===== config.mk =====
export PLATFORM = sky130hd
export DESIGN_NAME = eth_tx
export DESIGN_NICKNAME = d
export VERILOG_FILES = /design/src/rtl/eth_pkg.sv /design/src/rtl/eth_tx.sv
export SDC_FILE = /design/constraint.sdc
export NUM_CORES = 1
export LEC_CHECK = 0
export ABC_AREA = 0
export CAP_MARGIN = 15
export CORE_UTILIZATION = 45
export CTS_CLUSTER_DIAMETER = 30
export DETAILED_ROUTE_END_ITERATION = 8
export PLACE_DENSITY = 0.8
export SLEW_MARGIN = 30
export SYNTH_ARGS = -nofsm -noshare
export SYNTH_HDL_FRONTEND = slang
export SYNTH_SLANG_ARGS = --single-unit

===== constraint.sdc =====
create_clock -name clk -period 2.2 [get_ports clk]
set_clock_uncertainty 0.2 [all_clocks]
set_input_delay 0.22 -clock clk [delete_from_list [all_inputs] [get_ports clk]]
set_output_delay 0.22 -clock clk [all_outputs]
set_load 0.05 [all_outputs]

===== src/rtl/eth_pkg.sv =====
// Shared definitions for the switch packet path: FIFO word layout and
// transmitter state encoding.
package eth_pkg;

  localparam int WORD_W    = 34;
  localparam int START_BIT = 32;
  localparam int END_BIT   = 33;
  localparam int DATA_W    = 32;

  typedef enum logic [1:0] {
    IDLE = 2'd0,
    SEND = 2'd1,
    GAP  = 2'd2
  } tx_state_t;

endpackage


===== src/rtl/eth_tx.sv =====
// Egress transmitter: pops framed words from an FWFT FIFO, drives them onto
// the link with backpressure, drops malformed framing and spaces packets.
module eth_tx
  import eth_pkg::*;
#(
  parameter int IPG   = 2,
  parameter int CNT_W = 16
) (
  input  logic              clk,
  input  logic              rstn,
  input  logic [WORD_W-1:0] rd_data,
  input  logic              empty,
  output logic              rd_en,
  output logic [DATA_W-1:0] o_data,
  output logic              o_start,
  output logic              o_end,
  output logic              o_valid,
  input  logic              i_ready,
  output logic              o_err,
  output logic [CNT_W-1:0]  drop_cnt
);

  localparam int GAP_W = (IPG > 1) ? $clog2(IPG + 1) : 1;

  tx_state_t        state_r;
  logic [GAP_W-1:0] gap_cnt_r;

  logic free_s;
  logic hd_start_s;
  logic hd_end_s;
  logic pop_s;
  logic load_s;
  logic err_s;
  logic drop_s;
  logic gap_done_s;

  // Pop/load/error decisions for the FIFO head word in the current state.
  always_comb begin
    free_s     = !o_valid || i_ready;
    hd_start_s = rd_data[START_BIT];
    hd_end_s   = rd_data[END_BIT];
    pop_s      = 1'b0;
    load_s     = 1'b0;
    err_s      = 1'b0;
    drop_s     = 1'b0;
    // rstn gates the pop so the FIFO is left untouched while reset is held
    if (rstn && !empty) begin
      case (state_r)
        IDLE: begin
          if (hd_start_s) begin
            pop_s  = free_s;
            load_s = free_s;
          end else begin
            pop_s  = 1'b1;
            err_s  = 1'b1;
            drop_s = 1'b1;
          end
        end
        SEND: begin
          if (!hd_start_s) begin
            pop_s  = free_s;
            load_s = free_s;
          end else begin
            err_s  = 1'b1;
          end
        end
        GAP: begin
          pop_s = 1'b0;
        end
        default: begin
          pop_s = 1'b0;
        end
      endcase
    end else begin
      pop_s = 1'b0;
    end
    rd_en = pop_s;
  end

  // Leave the gap so that the state is IDLE in the first cycle where the
  // output is empty and the counter has reached zero.
  always_comb begin
    if (free_s) begin
      gap_done_s = (gap_cnt_r == GAP_W'(0)) ||
                   ((gap_cnt_r == GAP_W'(1)) && !o_valid);
    end else begin
      gap_done_s = 1'b0;
    end
  end

  // Framing FSM, output register, gap counter and drop counter.
  always_ff @(posedge clk or negedge rstn) begin
    if (!rstn) begin
      state_r   <= IDLE;
      gap_cnt_r <= GAP_W'(0);
      o_data    <= {DATA_W{1'b0}};
      o_start   <= 1'b0;
      o_end     <= 1'b0;
      o_valid   <= 1'b0;
      o_err     <= 1'b0;
      drop_cnt  <= {CNT_W{1'b0}};
    end else begin
      o_err <= err_s;

      if (load_s) begin
        o_data  <= rd_data[DATA_W-1:0];
        o_start <= hd_start_s;
        o_end   <= hd_end_s;
        o_valid <= 1'b1;
      end else if (i_ready) begin
        o_valid <= 1'b0;
      end

      if (drop_s && (drop_cnt != {CNT_W{1'b1}})) begin
        drop_cnt <= drop_cnt + CNT_W'(1);
      end

      case (state_r)
        IDLE: begin
          if (load_s && hd_end_s) begin
            state_r   <= GAP;
            gap_cnt_r <= GAP_W'(IPG);
          end else if (load_s) begin
            state_r <= SEND;
          end
        end
        SEND: begin
          if ((load_s && hd_end_s) || err_s) begin
            state_r   <= GAP;
            gap_cnt_r <= GAP_W'(IPG);
          end
        end
        GAP: begin
          if (!o_valid && (gap_cnt_r != GAP_W'(0))) begin
            gap_cnt_r <= gap_cnt_r - GAP_W'(1);
          end
          if (gap_done_s) begin
            state_r <= IDLE;
          end
        end
        default: begin
          state_r <= IDLE;
        end
      endcase
    end
  end

endmodule

==> results.toml <==
[outcome]
status = "finished, final reports clean"

[sta]
maxSlewHeadroom = 0.6039
max_freq_mhz = 468.3
worst_pin_slew_ns = 0.5941
setup_viol = 0
fin_crit_sh = 0.9706
finalHoldViolations = 0
tns_ns = 0
grt_setup_unrepaired = "no"
min_period_ns = 2.135
final-max-slew-violation-count = 0

[clocking]
h-tree-depth = 2
numClockSinks = 56
clock_latency_ns = 0.30
clk_pin_slew_ns = 0.10
cts_tree = "built"
cts-root-buf = "clkbuf_8"
cts_buffer_depth = 2
cts-buffers-inserted = 5
post_cts_buffers = 0

[critical_path]
cp.required_ns = 1.78
worstSetupStartpointType = "input port"
rr_worst_depth = 4
end_kind = "output pin"
worstPathMaxFanout = 4
crit_type = "input port to output pin"
crit_arrival_ns = 1.72

[synthesis]
synthSimpleGateAreaFrac = 0.1089
ys_seq_elements = 56
synth-compound-area-share = 0.04885
postSynthAreaPerCell_um2 = 13.70
syn_inst = 187
synth_top_family_by_area = "multiplexers"
synth_cell_types = 36
syn_nets = 228
muxShareOfSynthArea = 0.2003
ys_warn_count = 0
synth-adder-area-share = 0.01856
synth-seq-area-share = 0.5471
synth-xor-area-share = 0.05081
netlist_area_mm2 = 0.002561

[placed_design]
post-dp-hpwl_mm = 3.844
dpl_cell_area_mm2 = 0.003602
port_buffers = 90
finalWeightedCongestion = 0.8013
dp_cells = 351

[grt]
grt_max_degree = 48
overflow = 0
antenna_found_initial = 0
grt_pass1_wl_mm = 9.094
grt_use_total = 0.1907
grt_pass1_vias = 1858

[drt]
num_vias = 1822
via_per_inst = 5.047
initialDrtViolationCount = 34
drt.antenna.violating_nets = 0
drtPass1Iterations = 4
finalWirelength_mm = 5.336
drcViolationCount = 0
wl_per_cell_um = 14.78

[floorplanning]
die_h_um = 77.44
die_x_um = 77.44
io_pins = 91
dieArea_mm2 = 0.005997
core_area_mm2 = 0.005507
start_util = 0.4651
std_cell_rows = 27

[finish]
multi_input_area_mm2 = 0.001102
final_area_mm2 = 0.003722
fill_cells = 412
nets = 329
ff_latch_area_mm2 = 0.001401
syn2layout_area_growth_pct = 45.33
antenna_cells = 0
final_cells = 361
drive_gt1_frac = 0.2042

[pwr]
p_comb_frac = 0.577
pwr-share-clk = 0.106
leakage_nw = 1.720
seqPwrFrac = 0.317
netSwitchingFraction = 0.4495
p_sw_mw = 2.418
intPower_mw = 2.962
ir_drop_v = 0.0008335
powerDensity_mw_per_mm2 = 1445

[flow_run]
cap_violations = 0

[hold_path]
hold_depth = 1
hold_class = "register to register"
cells by family (layout without fill, tap and decap cells):
kind of cell	after synthesis	count (layout)
buf+inv	11	113
compound gates	19	19
xor+xnor	14	14
fa+ha+maj	4	4
flops	56	56
simple gates	47	47
mux	36	36
registers in the layout, summed over array words and instances, names as in the netlist:
name	flops
o_data	32
drop_cnt	16
gap_cnt_r	2
state_r	2
o_end	1
o_err	1
o_start	1
o_valid	1
power by group through the flow:
stage	Sequential [mW]	Combinational [mW]	Clock [mW]
finish	1.70	3.11	0.569
global route	1.76	3.24	0.624
floorplan	2.99	0.817	0
detailed placement	1.72	3.11	0
CTS	1.71	3.12	0.592
global placement	1.71	3.06	0
layout make-up:
cell class / count / share of cell area
Timing Repair Buffer: 101 / 0.2743
Multi-Input combinational cell: 120 / 0.2961
Inverter: 4 / 0.004034
Sequential cell: 56 / 0.3765
Clock buffer: 6 / 0.02218
Clock inverter: 2 / 0.002689
Tap cell: 72 / 0.02420
per-layer routing:
layer / up-vias / global-route usage / part of all wire
li1: 869 / - / -
met1: 889 / 0.2719 / 0.49
met2: 60 / 0.3000 / 0.47
met3: 4 / 0.03176 / 0.037
met4: 0 / 0.05283 / 0.0071
met5: - / 0 / 0
path summary, 6_finish.rpt:
path / from / end / slack, ns
max reg2reg: drop_cnt[0]$_DFFE_PN0P_ / drop_cnt[1]$_DFFE_PN0P_ / 0.27
min reg2reg: drop_cnt[6]$_DFFE_PN0P_ / drop_cnt[6]$_DFFE_PN0P_ / 0.30
max: rstn / rd_en / 0.06
max in group asynchronous: rstn / gap_cnt_r[0]$_DFFE_PN0P_ / 0.67
min: drop_cnt[6]$_DFFE_PN0P_ / drop_cnt[6]$_DFFE_PN0P_ / 0.30
min in group asynchronous: rstn / drop_cnt[8]$_DFFE_PN0P_ / 0.43
critical path: stages:
cell	delay [ns]
dlygate4sd3_1	0.54
buf_4	0.14
nand2b_1	0.09
or2_2	0.29
buf_4	0.16
nor2_4	0.12
buf_12	0.14
stage by stage:
stage | hold slack [ns] | worst slack [ns] | util | total power, mW
2_1_floorplan | -0.2756 | 0.009739 | - | 3.803
3_3_place_gp | -0.07878 | 0.05739 | 0.6542 | 4.773
3_5_place_dp | -0.07056 | 0.03729 | 0.6542 | 4.831
4_1_cts | 0.3081 | 0.007703 | 0.6746 | 5.419
5_1_grt | 0.3221 | 0.01585 | 0.6760 | 5.625
6_report | 0.3018 | 0.06466 | 0.6760 | 5.380
layout by cell type, fill, tap and decap left out, types with 3 or more instances in the layout:
master,Yosys,final
clkdlybuf4s50_1,0,88
dfrtp_1,56,56
mux2_4,29,29
xor2_1,11,11
nand3_1,8,8
buf_4,0,8
nand2_1,7,7
nor2_1,7,6
a21oi_1,6,6
mux2_2,6,6
clkbuf_8,0,6
nor3_1,5,5
inv_1,4,4
nand4_1,4,4
a211oi_1,4,4
nand2b_1,3,3
nor4_1,3,3
and3_1,3,3
ha_1,3,3
buf_12,0,3
cell usage after synthesis (all sizes together):
| cell | instances | area, µm² |
|---|---|---|
| o22a | 2 | 17.52 |
| mux2 | 35 | 503.0 |
| nor4b | 1 | 8.760 |
| mux2i | 1 | 10.01 |
| o21ai | 2 | 10.01 |
| nor4 | 3 | 18.77 |
| inv | 4 | 15.01 |
| nand2b | 3 | 18.77 |
| xnor2 | 2 | 17.52 |
| nor3 | 5 | 25.02 |
| o31a | 1 | 8.760 |
| a211oi | 4 | 30.03 |
| xor2 | 12 | 112.6 |
| dfrtp | 56 | 1401 |
| nand4 | 4 | 25.02 |
| a21oi | 6 | 30.03 |
| and3 | 3 | 18.77 |
| nand3b | 1 | 20.02 |
| buf | 4 | 38.78 |
| nand4b | 1 | 8.760 |
| o31ai | 1 | 7.510 |
| nand2 | 7 | 26.28 |
| or2 | 1 | 6.260 |
| nor3b | 1 | 18.77 |
| maj3 | 1 | 10.01 |
| a21o | 1 | 7.510 |
| clkbuf | 3 | 11.26 |
| nand3 | 8 | 40.04 |
| a31oi | 1 | 6.260 |
| o21bai | 1 | 7.510 |
| ha | 3 | 37.54 |
| nor2 | 7 | 26.28 |
| and4 | 2 | 17.52 |
what timing repair did:
action,4_1_cts,5_1_grt
setup endpoints to repair,0,1
hold endpoints to repair,9,0
hold buffers,2,0
gates resized for setup,0,2
Power figures use the tool's default switching activity.
